## config.mk

```make
export PLATFORM = sky130hd
export DESIGN_NAME = conv1_sequencer
export DESIGN_NICKNAME = d
export VERILOG_FILES = /design/src/rtl/cnn_pkg.sv /design/src/rtl/edge_capture.sv /design/src/rtl/conv1_sequencer.sv
export SDC_FILE = /design/constraint.sdc
export NUM_CORES = 1
export LEC_CHECK = 0
export BUFFER_PORTS_ARGS = -buffer_cell sky130_fd_sc_hd__buf_2
export CELL_PAD_IN_SITES_DETAIL_PLACEMENT = 0
export CELL_PAD_IN_SITES_GLOBAL_PLACEMENT = 2
export CORE_MARGIN = 2
export CORE_UTILIZATION = 30
export CTS_CLUSTER_DIAMETER = 200
export DETAILED_ROUTE_END_ITERATION = 10
export PLACE_DENSITY = 0.92
export SLEW_MARGIN = 10
export SYNTH_ARGS = -nofsm -noshare
export SYNTH_HDL_FRONTEND = slang
export SYNTH_HIERARCHICAL = 1
export SYNTH_SLANG_ARGS = --single-unit
```

## constraint.sdc

```tcl
create_clock -name clk -period 3.6 [get_ports clk]
set_input_delay 0.36 -clock clk [delete_from_list [all_inputs] [get_ports clk]]
set_output_delay 0.36 -clock clk [all_outputs]
set_load 0.01 [all_outputs]
```

## src/rtl/cnn_pkg.sv

```systemverilog
// Shared constants and encodings for the conv1 inference sequencer.
package cnn_pkg;

  localparam int DATA_WIDTH = 16;

  localparam int IMG_WORDS  = 784;
  localparam int WGT_WORDS  = 50;
  localparam int BIAS_WORDS = 2;
  localparam int MAP_WORDS  = 1152;

  localparam int IMG_AW  = $clog2(IMG_WORDS);
  localparam int WGT_AW  = $clog2(WGT_WORDS);
  localparam int BIAS_AW = $clog2(BIAS_WORDS);
  localparam int MAP_AW  = $clog2(MAP_WORDS);

  // Tag carried alongside ROM read data so that the output port is chosen
  // by where the data came from, not by the state at the time it arrives.
  typedef enum logic [1:0] {
    TAG_NONE,
    TAG_IMG,
    TAG_WGT,
    TAG_BIAS
  } phase_tag_t;

endpackage

```

## src/rtl/edge_capture.sv

```systemverilog
// Rising-edge detector for the layer's result and finish strobes, plus the
// feature-map buffer write port with its address counter and overflow flag.
module edge_capture
  import cnn_pkg::*;
(
  input  logic                  clk,
  input  logic                  reset,
  input  logic                  clear,
  input  logic                  enable,
  input  logic                  result_valid,
  input  logic                  finish_conv1,
  input  logic [DATA_WIDTH-1:0] map,
  output logic                  fmap_we,
  output logic [MAP_AW-1:0]     fmap_addr,
  output logic [DATA_WIDTH-1:0] fmap_wdata,
  output logic [MAP_AW:0]       count,
  output logic                  finish_rise,
  output logic                  overflow
);

  logic rv_q;
  logic fin_q;
  logic rv_rise;
  logic room;
  logic accept;

  // Edge detection, room check and write acceptance. The address counter
  // lags a write by one cycle, so the in-flight write is added back in.
  always_comb begin
    rv_rise     = enable & result_valid & ~rv_q;
    finish_rise = enable & finish_conv1 & ~fin_q;
    count       = {1'b0, fmap_addr} + (MAP_AW + 1)'(fmap_we);
    room        = (count < (MAP_AW + 1)'(MAP_WORDS));
    accept      = (rv_rise | finish_rise) & room;
    overflow    = rv_rise & ~room;
  end

  // Strobe history, write port registers and post-write address increment.
  always_ff @(posedge clk or posedge reset) begin
    if (reset) begin
      rv_q       <= 1'b0;
      fin_q      <= 1'b0;
      fmap_we    <= 1'b0;
      fmap_addr  <= '0;
      fmap_wdata <= '0;
    end else begin
      rv_q  <= result_valid;
      fin_q <= finish_conv1;
      if (clear) begin
        fmap_we   <= 1'b0;
        fmap_addr <= '0;
      end else begin
        fmap_we <= accept;
        if (accept) begin
          fmap_wdata <= map;
        end
        if (fmap_we) begin
          fmap_addr <= fmap_addr + MAP_AW'(1);
        end
      end
    end
  end

endmodule

```

## src/rtl/conv1_sequencer.sv

```systemverilog
// Drives one pass of conv_layer_1: kick, stream image/weight/bias ROM words,
// capture the emitted feature map and report done or error.
module conv1_sequencer
  import cnn_pkg::*;
#(
  parameter int TIMEOUT = 200000
) (
  input  logic                  clk,
  input  logic                  reset,
  input  logic                  start,
  input  logic                  pause,
  output logic                  busy,
  output logic                  done,
  output logic                  error,
  output logic [IMG_AW-1:0]     img_addr,
  input  logic [DATA_WIDTH-1:0] img_rdata,
  output logic [WGT_AW-1:0]     wgt_addr,
  input  logic [DATA_WIDTH-1:0] wgt_rdata,
  output logic [BIAS_AW-1:0]    bias_addr,
  input  logic [DATA_WIDTH-1:0] bias_rdata,
  output logic                  start_conv1,
  output logic                  data_valid,
  output logic [DATA_WIDTH-1:0] partial_image_in,
  output logic [DATA_WIDTH-1:0] partial_weights_in,
  output logic [DATA_WIDTH-1:0] partial_biases_in,
  input  logic                  finish_conv1,
  input  logic                  result_valid,
  input  logic [DATA_WIDTH-1:0] map,
  output logic                  fmap_we,
  output logic [MAP_AW-1:0]     fmap_addr,
  output logic [DATA_WIDTH-1:0] fmap_wdata
);

  localparam int TMO_W = $clog2(TIMEOUT + 1);

  typedef enum logic [2:0] {
    IDLE,
    KICK,
    S_IMG,
    S_WGT,
    S_BIAS,
    WAIT,
    FIN
  } state_t;

  state_t            state;
  state_t            state_nxt;
  logic [IMG_AW-1:0] cnt;
  logic [TMO_W-1:0]  tmo_cnt;
  phase_tag_t        issue_tag;
  phase_tag_t        tag_q;
  logic              issue;
  logic              last_word;
  logic              accept_start;
  logic              timeout_hit;
  logic              fin_bad;
  logic              cap_enable;
  logic [MAP_AW:0]   cap_count;
  logic              finish_rise;
  logic              overflow;

  edge_capture u_capture (
    .clk          (clk),
    .reset        (reset),
    .clear        (accept_start),
    .enable       (cap_enable),
    .result_valid (result_valid),
    .finish_conv1 (finish_conv1),
    .map          (map),
    .fmap_we      (fmap_we),
    .fmap_addr    (fmap_addr),
    .fmap_wdata   (fmap_wdata),
    .count        (cap_count),
    .finish_rise  (finish_rise),
    .overflow     (overflow)
  );

  // State register.
  always_ff @(posedge clk or posedge reset) begin
    if (reset) begin
      state <= IDLE;
    end else begin
      state <= state_nxt;
    end
  end

  // Next state, read issue and status outputs.
  always_comb begin
    state_nxt    = state;
    issue        = 1'b0;
    last_word    = 1'b0;
    issue_tag    = TAG_NONE;
    timeout_hit  = 1'b0;
    fin_bad      = 1'b0;
    done         = 1'b0;
    accept_start = 1'b0;
    img_addr     = '0;
    wgt_addr     = '0;
    bias_addr    = '0;
    case (state)
      IDLE: begin
        if (start) begin
          accept_start = 1'b1;
          state_nxt    = KICK;
        end
      end
      KICK: state_nxt = S_IMG;
      S_IMG: begin
        issue     = ~pause;
        issue_tag = TAG_IMG;
        img_addr  = cnt;
        last_word = (cnt == IMG_AW'(IMG_WORDS - 1));
        if (issue && last_word) state_nxt = S_WGT;
      end
      S_WGT: begin
        issue     = ~pause;
        issue_tag = TAG_WGT;
        wgt_addr  = cnt[WGT_AW-1:0];
        last_word = (cnt == IMG_AW'(WGT_WORDS - 1));
        if (issue && last_word) state_nxt = S_BIAS;
      end
      S_BIAS: begin
        issue     = ~pause;
        issue_tag = TAG_BIAS;
        bias_addr = cnt[BIAS_AW-1:0];
        last_word = (cnt == IMG_AW'(BIAS_WORDS - 1));
        if (issue && last_word) state_nxt = WAIT;
      end
      WAIT: begin
        if (finish_rise) begin
          state_nxt = FIN;
        end else if (tmo_cnt == TMO_W'(TIMEOUT - 1)) begin
          timeout_hit = 1'b1;
          state_nxt   = IDLE;
        end
      end
      FIN: begin
        done      = (cap_count == (MAP_AW + 1)'(MAP_WORDS));
        fin_bad   = ~done;
        state_nxt = IDLE;
      end
      default: state_nxt = IDLE;
    endcase
  end

  // Stream counter, timeout counter, sticky error and the read-data tag.
  always_ff @(posedge clk or posedge reset) begin
    if (reset) begin
      cnt        <= '0;
      tmo_cnt    <= '0;
      error      <= 1'b0;
      data_valid <= 1'b0;
      tag_q      <= TAG_NONE;
    end else begin
      data_valid <= issue;
      tag_q      <= issue ? issue_tag : TAG_NONE;
      if (accept_start) begin
        cnt     <= '0;
        tmo_cnt <= '0;
        error   <= 1'b0;
      end else begin
        if (issue) begin
          cnt <= last_word ? '0 : cnt + IMG_AW'(1);
        end
        if (state == WAIT) begin
          tmo_cnt <= tmo_cnt + TMO_W'(1);
        end
        if (overflow || timeout_hit || fin_bad) begin
          error <= 1'b1;
        end
      end
    end
  end

  // Route returning ROM data to the port named by its tag; others stay 0.
  always_comb begin
    busy               = (state != IDLE);
    start_conv1        = (state == KICK);
    cap_enable         = (state != IDLE);
    partial_image_in   = (data_valid && tag_q == TAG_IMG)  ? img_rdata  : '0;
    partial_weights_in = (data_valid && tag_q == TAG_WGT)  ? wgt_rdata  : '0;
    partial_biases_in  = (data_valid && tag_q == TAG_BIAS) ? bias_rdata : '0;
  end

endmodule
```

==> reports/qor.txt, run 1 <==
Outcome: completed
Vias: 3736
Tightest Pin Transition: 1.01 ns
Leakage: 2.76 nW
CTS root buf: clkbuf_16
Post-Synth XOR/XNOR Area: 6.63%
Distinct cells, synth: 62
Post-CTS Setup Inserts: 0
Seq cells post-synth: 65
Final WL: 10.9 mm
Htree depth: 3
Clk slew on worst S/H paths: 0.06 ns
Compound-Gate Fraction of Synth Area: 8.19%
Hold Path Class: input pin to asynchronous set/reset pin
Most common cell after layout, fill and taps aside: buf_2
Crit path DAT: 2.50 ns
Post-CTS Hold Fix Bufs: 0
Most frequent cells in the layout: 167 x buf_2, 65 x dfrtp_1, 61 x and2_1
Ys async rst share: 100%
Die Wd: 121 µm
Finish-stage setup viols: 0
Most frequent CP cell: ha_1
Antenna Cells: 0
Register area share after synthesis: 39.7%
EDFF count, synth: 0
Final min period: 2.86 ns
Largest stage delay, worst path: 0.47 ns
Syn_nets: 511
Post-CTS sizing: 0
Antenna viol nets, final: 0
Largest net degree at the start of global routing: 31
Clock sinks: 65
Post-synthesis mux area share: 6.20%
CP Launch Type: register
Largest family of logic cells by synthesized area: simple AND/OR/NAND/NOR gates
RR Endpoint: u_capture/fmap_addr[7]$_DFFE_PP0P_
Cell row count: 42
Final Hold Fails: 0
Ys Warns: 6
First-pass DRT Iterations: 4
Mean post-synth cell area: 9.42 µm²
Crit path kind: register to primary output
Cell Chain, Critical Path: ha_1 -> ha_1 -> nand2_1 -> nor3_4 -> xnor2_1 -> nor4b_1 -> nand3_1 -> nor2_1 -> buf_2
Slew Limit Headroom: 31.8%
Max IR drop VDD: 467 µV
Clk_lat worst skew: 0.33 ns
Worst setup margin: 0.741 ns
Primary FF master, synth: dfrtp_1
Mapped Cells: 435
Crit Path Max Fanout: 6
Num CTS Buffers: 9
CTS tree: done
Hpwl dp: 8.49 mm
R2r setup slk: 1.07 ns
Core Area: 0.0133 mm²
Initial Util: 30.8%
PD cells: 600 mW/mm²
Max Root-Sink Buffers: 2
Area delta synth->final: 30.5%
Fin Setup TNS: 0 ns
Simple-Gate Fraction of Synth Area: 32.8%
Adder-Cell Fraction of Synth Area: 1.83%
DR WL/cell: 14.1 µm
Layout cells sized above 1: 37.5%
Port bufs: 167
Total Routing Usage GR: 14.7%
Die height: 121 µm
Max Cap Viol: 0
Die area: 0.0146 mm²
Layout Nets: 673
DRC Markers: 0
Io pins: 168
DR vias/cell: 4.80
Slowest library cell on the worst path: dfrtp_1
Total gr overflow: 0
Gpl congestion: 0.859
First-pass GRT wire length: 17.2 mm
Worst EP required: 3.24 ns
Reg2reg start: state[2]$_DFFE_PP0P_
Crit end category: primary output
Initial antenna violation count: 0
Fmax: 0.350 GHz
Worst r2r path cells: 7
Area of the mapped netlist: 0.00410 mm²
Initial DRC Count: 116
Critical Path Source: u_capture/fmap_we$_DFF_PP0_
RSZ-0062 raised after global routing: false
Vias in the first global route: 3578
Final Skew: 0.00740 ns
Fin. max-slew vios: 0
Fin crit share: 79.4%
Critical path destination: done
Place WS: 1.09 ns
==> per-layer routing <==
metal	share of wire, %	GRT usage (%)	up-vias
met5	0	0	-
li1	-	-	1829
met3	7.9	3.62	11
met4	1.3	5.01	0
met2	49	25.5	180
met1	42	17.8	1716
==> power by group <==
group	switching, mW	total, mW	internal (mW)
Combinational	0.609	1.15	0.542
Sequential	0.234	1.15	0.914
Clock	0.344	0.907	0.563
Total	1.19	3.21	2.02
==> cell type report <==
| class | count | area [µm²] |
|---|---|---|
| timing repair buffer | 170 | 858 |
| sequential | 65 | 1630 |
| clock inverter | 6 | 70.1 |
| multi-input combinational | 338 | 2280 |
| tap | 176 | 220 |
| clock buffer | 10 | 239 |
| inverter | 13 | 48.8 |
| fill | 1321 | 7950 |
==> state kept, by name (all words and copies together) (netlist names) <==
signal                cells
u_capture/fin_q           1
error                     1
u_capture/fmap_we         1
data_valid                1
u_capture/fmap_wdata     16
u_capture/rv_q            1
tag_q                     2
cnt                      10
tmo_cnt                  18
u_capture/fmap_addr      11
state                     3
==> worst max-delay path, delay by kind of cell (launching register included) <==
kind	cells	cell delay (ns)
xor+xnor	1	0.14
buf+inv	1	0.14
flops	1	0.47
fa+ha+maj	2	0.48
simple gates	5	0.93
==> stage by stage <==
stage	hold WS, ns	std cells	utilization [%]	instance area, µm²	total power, mW
3_3_place_gp	0.483	762	37.9	5030	2.29
2_1_floorplan	0.391	435	-	4100	1.95
4_1_cts	0.136	778	40.2	5340	3.23
6_report	0.105	778	40.2	5340	3.21
5_1_grt	0.138	778	40.2	5340	3.42
3_5_place_dp	0.484	762	37.9	5030	2.32
==> cells in the mapped netlist, drive strengths merged, types with 2 or more instances <==
library cell / number / area [µm²]
a211oi: 2 / 20.0
a21oi: 13 / 76.3
a221o: 2 / 20.0
a22o: 5 / 47.6
a31oi: 2 / 12.5
and2: 63 / 397
and3: 9 / 57.6
and3b: 2 / 17.5
and4: 2 / 18.8
buf: 8 / 78.8
clkbuf: 11 / 61.3
dfrtp: 65 / 1630
ha: 6 / 75.1
inv: 13 / 48.8
mux2: 16 / 214
mux2i: 4 / 40.0
nand2: 28 / 105
nand2b: 3 / 18.8
nand3: 21 / 105
nand4: 9 / 71.3
nand4b: 2 / 17.5
nor2: 46 / 173
nor2b: 6 / 37.5
nor3: 16 / 103
nor4: 8 / 56.3
nor4b: 4 / 35.0
o21a: 3 / 22.5
o21ai: 8 / 51.3
o31ai: 3 / 22.5
or3: 10 / 70.1
or3b: 2 / 20.0
or4: 2 / 15.0
xnor2: 10 / 87.6
xor2: 21 / 184
==> cells by family (layout without fill, tap and decap cells) <==
logic type | Yosys count | count (layout)
DFF | 65 | 65
xor gates and xnor gates | 31 | 31
muxes | 20 | 20
AOI/OAI and AO/OA | 45 | 45
adders and majority gates | 6 | 6
buffers and inverters | 32 | 199
and+or+nand+nor | 236 | 236
==> how the worst min path moves through the flow <==
stage / startpoint / to / slack, ns / cells past startpoint
3_5_place_dp: result_valid / u_capture/rv_q$_DFF_PP0_ / 0.48 / 1
5_1_grt: result_valid / u_capture/rv_q$_DFF_PP0_ / 0.14 / 1
4_1_cts: result_valid / u_capture/rv_q$_DFF_PP0_ / 0.14 / 1
3_3_place_gp: result_valid / u_capture/rv_q$_DFF_PP0_ / 0.48 / 1
2_1_floorplan: finish_conv1 / u_capture/fin_q$_DFF_PP0_ / 0.39 / 0
6_report: reset / u_capture/fmap_wdata[11]$_DFFE_PP0P_ / 0.10 / 2
Power figures use the tool's default switching activity.
==> inputs of run 2 (changes only) <==
CORE_UTILIZATION = 28   (was 30)
PLACE_DENSITY = 0.87   (was 0.92)
clock period = 2.9 ns   (was 3.6 ns; I/O delays follow)
==> run 2 against run 1 <==
Total power up 22%. Core utilization decreased by 3.1 points. Largest power group is now combinational logic. Critical path depth is the same. Critical endpoint unchanged. Die area grew 6.9%. Combinational power increased by 28%. Hold slack got worse by 0.057 ns. Largest cell class unchanged. Cell count increased by 1.4%. Critical path type unchanged.
==> reports/qor.txt, run 2 (synthesized netlist as in run 1, its figures left out) <==
Gpl congestion: 0.879 (+2.4%)
Post-CTS Hold Fix Bufs: 0 (unchanged)
Max IR drop VDD: 459 µV (-1.6%)
Largest register FFs: 18 (unchanged)
Largest registers: tmo_cnt (18), u_capture/fmap_wdata (16), u_capture/fmap_addr (11)
Fmax: 0.373 GHz
Vias in the first global route: 3842 (+7.4%)
First-pass DRT Iterations: 4 (unchanged)
DR vias/cell: 4.81 (+0.24%)
CP Launch Type: register
Die Wd: 125 µm (+3.4%)
Clk slew on worst S/H paths: 0.06 ns (about the same)
Die area: 0.0156 mm² (+6.9%)
CTS tree: done
PD cells: 731 mW/mm² (+22%)
Htree depth: 3 (unchanged)
Critical path depth in cells: 9 (unchanged)
Cell row count: 44 (+4.8%)
Outcome: completed
Post-CTS Setup Inserts: 0 (unchanged)
Die height: 125 µm (+3.4%)
Fin Setup TNS: 0 ns (unchanged)
Layout Nets: 676 (+0.45%)
Critical path destination: done
Hold Path Class: input pin to asynchronous set/reset pin
Slew Limit Headroom: 48.9% (+17 points)
Area delta synth->final: 30.5% (about the same)
Met3 Use GR: 3.72% (+0.10 points)
Largest net degree at the start of global routing: 31 (unchanged)
Largest Register: tmo_cnt
Antenna Cells: 0 (unchanged)
RR Endpoint: u_capture/fmap_wdata[9]$_DFFE_PP0P_
Hpwl dp: 9.52 mm (+12%)
Most frequent CP cell: ha_1
Finish-stage setup viols: 0 (unchanged)
GR peak layer: met2
Total Routing Usage GR: 15.6% (+0.84 points)
Worst setup margin: 0.222 ns (-0.519 ns)
Largest stage delay, worst path: 0.43 ns (-0.04 ns)
Fin. max-slew vios: 0 (unchanged)
Initial Util: 28.4% (-2.4 points)
Most frequent cells in the layout: 167 x buf_2, 64 x dfrtp_1, 61 x and2_1
Initial antenna violation count: 0 (unchanged)
Final Hold Fails: 0 (unchanged)
Final Skew: 0.00540 ns (-0.00199 ns)
Core Area: 0.0144 mm² (+8.5%)
Slowest library cell on the worst path: dfrtp_1
DR WL/cell: 15.1 µm (+7.8%)
Port bufs: 167 (unchanged)
Most common cell after layout, fill and taps aside: buf_2
Max Cap Viol: 0 (unchanged)
Critical Path Source: u_capture/fmap_addr[0]$_DFFE_PP0P_
Num CTS Buffers: 9 (unchanged)
Layout filler cell count: 1477 (+12%)
Tightest Pin Transition: 0.760 ns (-0.255 ns)
Io pins: 168 (unchanged)
Layout cells sized above 1: 38.0% (+0.48 points)
CTS root buf: clkbuf_16
RSZ-0062 raised after global routing: false
M2 GR Usage: 28.5% (+3.0 points)
Crit end category: primary output
Clock sinks: 65 (unchanged)
Top cell family by delay on the critical path: simple AND/OR/NAND/NOR gates
First-pass GRT wire length: 19.7 mm (+15%)
Cell Chain, Critical Path: ha_1 -> ha_1 -> nand2_1 -> nor3_4 -> xnor2_1 -> nor4b_1 -> nand3_1 -> nor2_1 -> buf_2
Final WL: 12.0 mm (+9.3%)
Total gr overflow: 0 (unchanged)
Clk_lat worst skew: 0.33 ns (about the same)
Max Root-Sink Buffers: 2 (unchanged)
Fin crit share: 92.4%
GRT met1 Usage: 18.0% (+0.15 points)
Final min period: 2.68 ns
Vias: 3798 (+1.7%)
Crit path DAT: 2.39 ns (-0.11 ns)
Antenna viol nets, final: 0 (unchanged)
Worst EP required: 2.61 ns (-0.63 ns)
Initial DRC Count: 200 (+72%)
Reg2reg start: u_capture/fmap_addr[0]$_DFFE_PP0P_
DRC Markers: 0 (unchanged)
Leakage: 2.75 nW (-0.40%)
Place WS: 0.428 ns (-0.662 ns)
Crit Path Max Fanout: 5 (-1)
R2r setup slk: 0.47 ns (-0.60 ns)
WP buf/inv: 1 (unchanged)
Worst r2r path cells: 8 (+1)
Crit path kind: register to primary output
==> run 2: cell types whose count changed in the layout (fill, tap and decap cells not counted), sizes merged <==
cell,before,now
buf,170,173
bufinv,1,0
clkbuf,10,9
clkinvlp,0,3
inv,17,16
==> run 2: layout make-up <==
cell class                      instances  area, µm²  share of cell area, %
Clock buffer                            9        225                   4.21
Timing Repair Buffer                  173        881                   16.5
Multi-Input combinational cell        338       2280                   42.7
Sequential cell                        65       1630                   30.4
Clock inverter                          7       53.8                   1.01
Inverter                               13       48.8                  0.912
Tap cell                              184        230                   4.31
==> run 2: worst min path at each step <==
stage,depth (start not counted),start,slack (ns),to
2_1_floorplan,0,finish_conv1,0.32,u_capture/fin_q$_DFF_PP0_
3_3_place_gp,1,result_valid,0.41,u_capture/rv_q$_DFF_PP0_
5_1_grt,1,result_valid,0.06,u_capture/rv_q$_DFF_PP0_
4_1_cts,1,result_valid,0.06,u_capture/rv_q$_DFF_PP0_
6_report,2,reset,0.05,u_capture/fmap_wdata[12]$_DFFE_PP0P_
3_5_place_dp,1,result_valid,0.41,u_capture/rv_q$_DFF_PP0_
==> run 2: per-stage QoR <==
stage               utilization, %  std cells  power, mW  cell area, µm²  hold slack, ns
finish                        37.1        789       3.91            5350          0.0477
global route                  37.1        789       4.19            5350          0.0616
CTS                           37.1        789       3.96            5350          0.0620
detailed placement            35.1        773       2.92            5070           0.414
global placement              35.1        773       2.88            5070           0.413
floorplan                        -        435       2.43            4100           0.321
==> run 2: per-layer routing <==
layer	wire [µm]	vias up
li1	-	1842
met1	4890	1780
met2	5980	156
met3	777	20
met4	306	0
met5	0	-
==> run 2: power breakdown <==
part           internal [mW]  total, mW  switching (mW)
Clock                  0.585       1.02           0.434
Combinational          0.693       1.47           0.775
Sequential              1.14       1.42           0.285
==> run 2: timing repair <==
item,CTS,global route
setup endpoints to repair,0,1
resized for setup,0,1
hold endpoints to repair,0,0
==> inputs of run 3 (changes only) <==
CORE_UTILIZATION = 29   (was 28)
CTS_BUF_LIST = sky130_fd_sc_hd__clkbuf_4   (was not set)
PLACE_DENSITY = 0.89   (was 0.87)
==> run 3 against run 2 <==
Register-to-register slack gained 0.05 ns. Clock skew grew 0.015 ns. Global-route usage shrank 0.95 points. Largest power group unchanged. First-iteration DRC count shrank 5.0%.
==> reports/qor.txt, run 3 (synthesized netlist as in run 1, its figures left out) <==
Total Routing Usage GR: 14.6% (-0.95 points)
Core Area: 0.0138 mm² (-4.1%)
Crit Path Max Fanout: 7 (+2)
Largest net degree at the start of global routing: 36 (+16%)
Slew Limit Headroom: 50.4% (+1.5 points)
Initial Util: 29.6% (+1.2 points)
DR WL/cell: 14.1 µm (-6.7%)
Most frequent cells in the layout: 167 x buf_2, 62 x dfrtp_1, 61 x and2_1
CP Launch Type: register
Outcome: completed
Final min period: 2.68 ns (+0.00608 ns)
Die height: 123 µm (-1.7%)
Layout cells sized above 1: 39.0% (+0.97 points)
Max IR drop VDD: 446 µV (-2.9%)
Tightest Pin Transition: 0.738 ns (-0.0217 ns)
Fin. max-slew vios: 0 (unchanged)
Crit end category: primary output
Total gr overflow: 0 (unchanged)
Die Wd: 123 µm (-1.7%)
Final Skew: 0.0203 ns (+0.0149 ns)
Max Cap Viol: 0 (unchanged)
Layout Nets: 684 (+1.2%)
Clk slew on worst S/H paths: 0.12 ns (+0.06 ns)
Slowest library cell on the worst path: dfrtp_1
Worst Hold Depth: 2
Clk_lat worst skew: 0.40 ns (+0.07 ns)
Hpwl dp: 8.55 mm (-10%)
Most frequent CP cell: nand3_1
PD cells: 672 mW/mm² (-8.0%)
Hold Path Class: input pin to register
Largest Register: tmo_cnt
Vias in the first global route: 3567 (-7.2%)
Clock sinks: 65 (unchanged)
Gpl congestion: 0.874 (-0.61%)
Worst r2r path cells: 7 (-1)
Fin crit share: 92.6% (+0.21 points)
Leakage: 2.73 nW (-0.74%)
Fin Setup TNS: 0 ns (unchanged)
Finish-stage setup viols: 0 (unchanged)
First-pass DRT Iterations: 4 (unchanged)
Crit path DAT: 2.39 ns (about the same)
Largest register FFs: 18 (unchanged)
Final Hold Fails: 0 (unchanged)
Largest stage delay, worst path: 0.53 ns (+0.10 ns)
Htree depth: 3 (unchanged)
Initial DRC Count: 190 (-5.0%)
Worst setup margin: 0.216 ns (-0.00608 ns)
Antenna viol nets, final: 0 (unchanged)
Cell row count: 43 (-2.3%)
CTS root buf: clkbuf_4
Port bufs: 167 (unchanged)
Num CTS Buffers: 9 (unchanged)
CTS tree: done
Area delta synth->final: 29.1%
Place WS: 0.460 ns (+0.0318 ns)
Worst EP required: 2.61 ns (about the same)
Cell Chain, Critical Path: and4_2 -> nand3_1 -> nor2_1 -> xor2_1 -> nor4b_1 -> nand3_1 -> nor2_2 -> buf_2
Initial antenna violation count: 0 (unchanged)
Die area: 0.0151 mm² (-3.3%)
DRC Markers: 0 (unchanged)
Largest registers: tmo_cnt (18), u_capture/fmap_wdata (16), u_capture/fmap_addr (11)
Final WL: 11.2 mm (-6.2%)
First-pass GRT wire length: 17.5 mm (-11%)
Io pins: 168 (unchanged)
Antenna Cells: 0 (unchanged)
Most common cell after layout, fill and taps aside: buf_2
Fmax: 0.373 GHz (-0.23%)
Vias: 3800 (+0.053%)
DR vias/cell: 4.79 (-0.45%)
RSZ-0062 raised after global routing: false
Max Root-Sink Buffers: 2 (unchanged)
Crit path kind: register to primary output
## run 3: where the power goes
part / switching, mW / total [mW] / internal [mW] / leakage (nW)
Sequential: 0.272 / 1.41 / 1.14 / 0.840
Combinational: 0.788 / 1.51 / 0.720 / 1.81
Clock: 0.371 / 0.639 / 0.268 / 0.0729
## run 3: timing repair
item,in CTS,in global routing
endpoints found under the hold margin,49,0
pin swaps,0,1
hold buffers,3,0
buffers inserted,0,3
resized for setup,1,5
setup endpoints to repair,1,1
gates cloned,0,0
## run 3: final cells by class
type                    count  area (µm²)
multi-input cells         338        2290
clock buffers               9        67.6
fillers                  1422        8540
inverters                  13        48.8
clock inverters             7        76.3
repair buffers            181         948
flip-flops and latches     65        1630
well taps                 180         225
## run 3: path summary, 6_finish.rpt
check | startpoint | end | slack (ns)
min | map[3] | u_capture/fmap_wdata[3]$_DFFE_PP0P_ | 0.11
max | u_capture/fmap_addr[4]$_DFFE_PP0P_ | done | 0.22
max in group asynchronous | reset | u_capture/fmap_addr[3]$_DFFE_PP0P_ | 1.71
min reg2reg | u_capture/fmap_wdata[8]$_DFFE_PP0P_ | u_capture/fmap_wdata[8]$_DFFE_PP0P_ | 0.53
min in group asynchronous | reset | cnt[5]$_DFFE_PP0P_ | 0.52
max reg2reg | state[0]$_DFFE_PP0P_ | u_capture/fmap_addr[7]$_DFFE_PP0P_ | 0.52
## run 3: routing by layer
metal / vias up / wire length (µm) / track usage, %
met1: 1759 / 4730 / 17.5
met3: 9 / 919 / 3.39
met5: - / 0 / 0
met2: 177 / 5480 / 25.8
li1: 1855 / - / -
met4: 0 / 85 / 4.81
## run 3: worst max-delay path: cells and delay by family (launching register included)
family	cells	cell delay, ns
xor+xnor	1	0.08
flops	1	0.53
buf+inv	1	0.15
simple gates	6	1.24
## run 3: metrics by stage
step                instance area [µm²]  hold slack (ns)  instances  total power, mW  util, %
floorplan                          4100            0.321        435             2.43        -
global placement                   5080            0.413        771             2.88     36.7
detailed placement                 5080            0.417        771             2.90     36.7
CTS                                5250           0.0723        790             3.56     38.0
global route                       5290           0.0582        793             3.84     38.2
finish                             5290            0.107        793             3.55     38.2
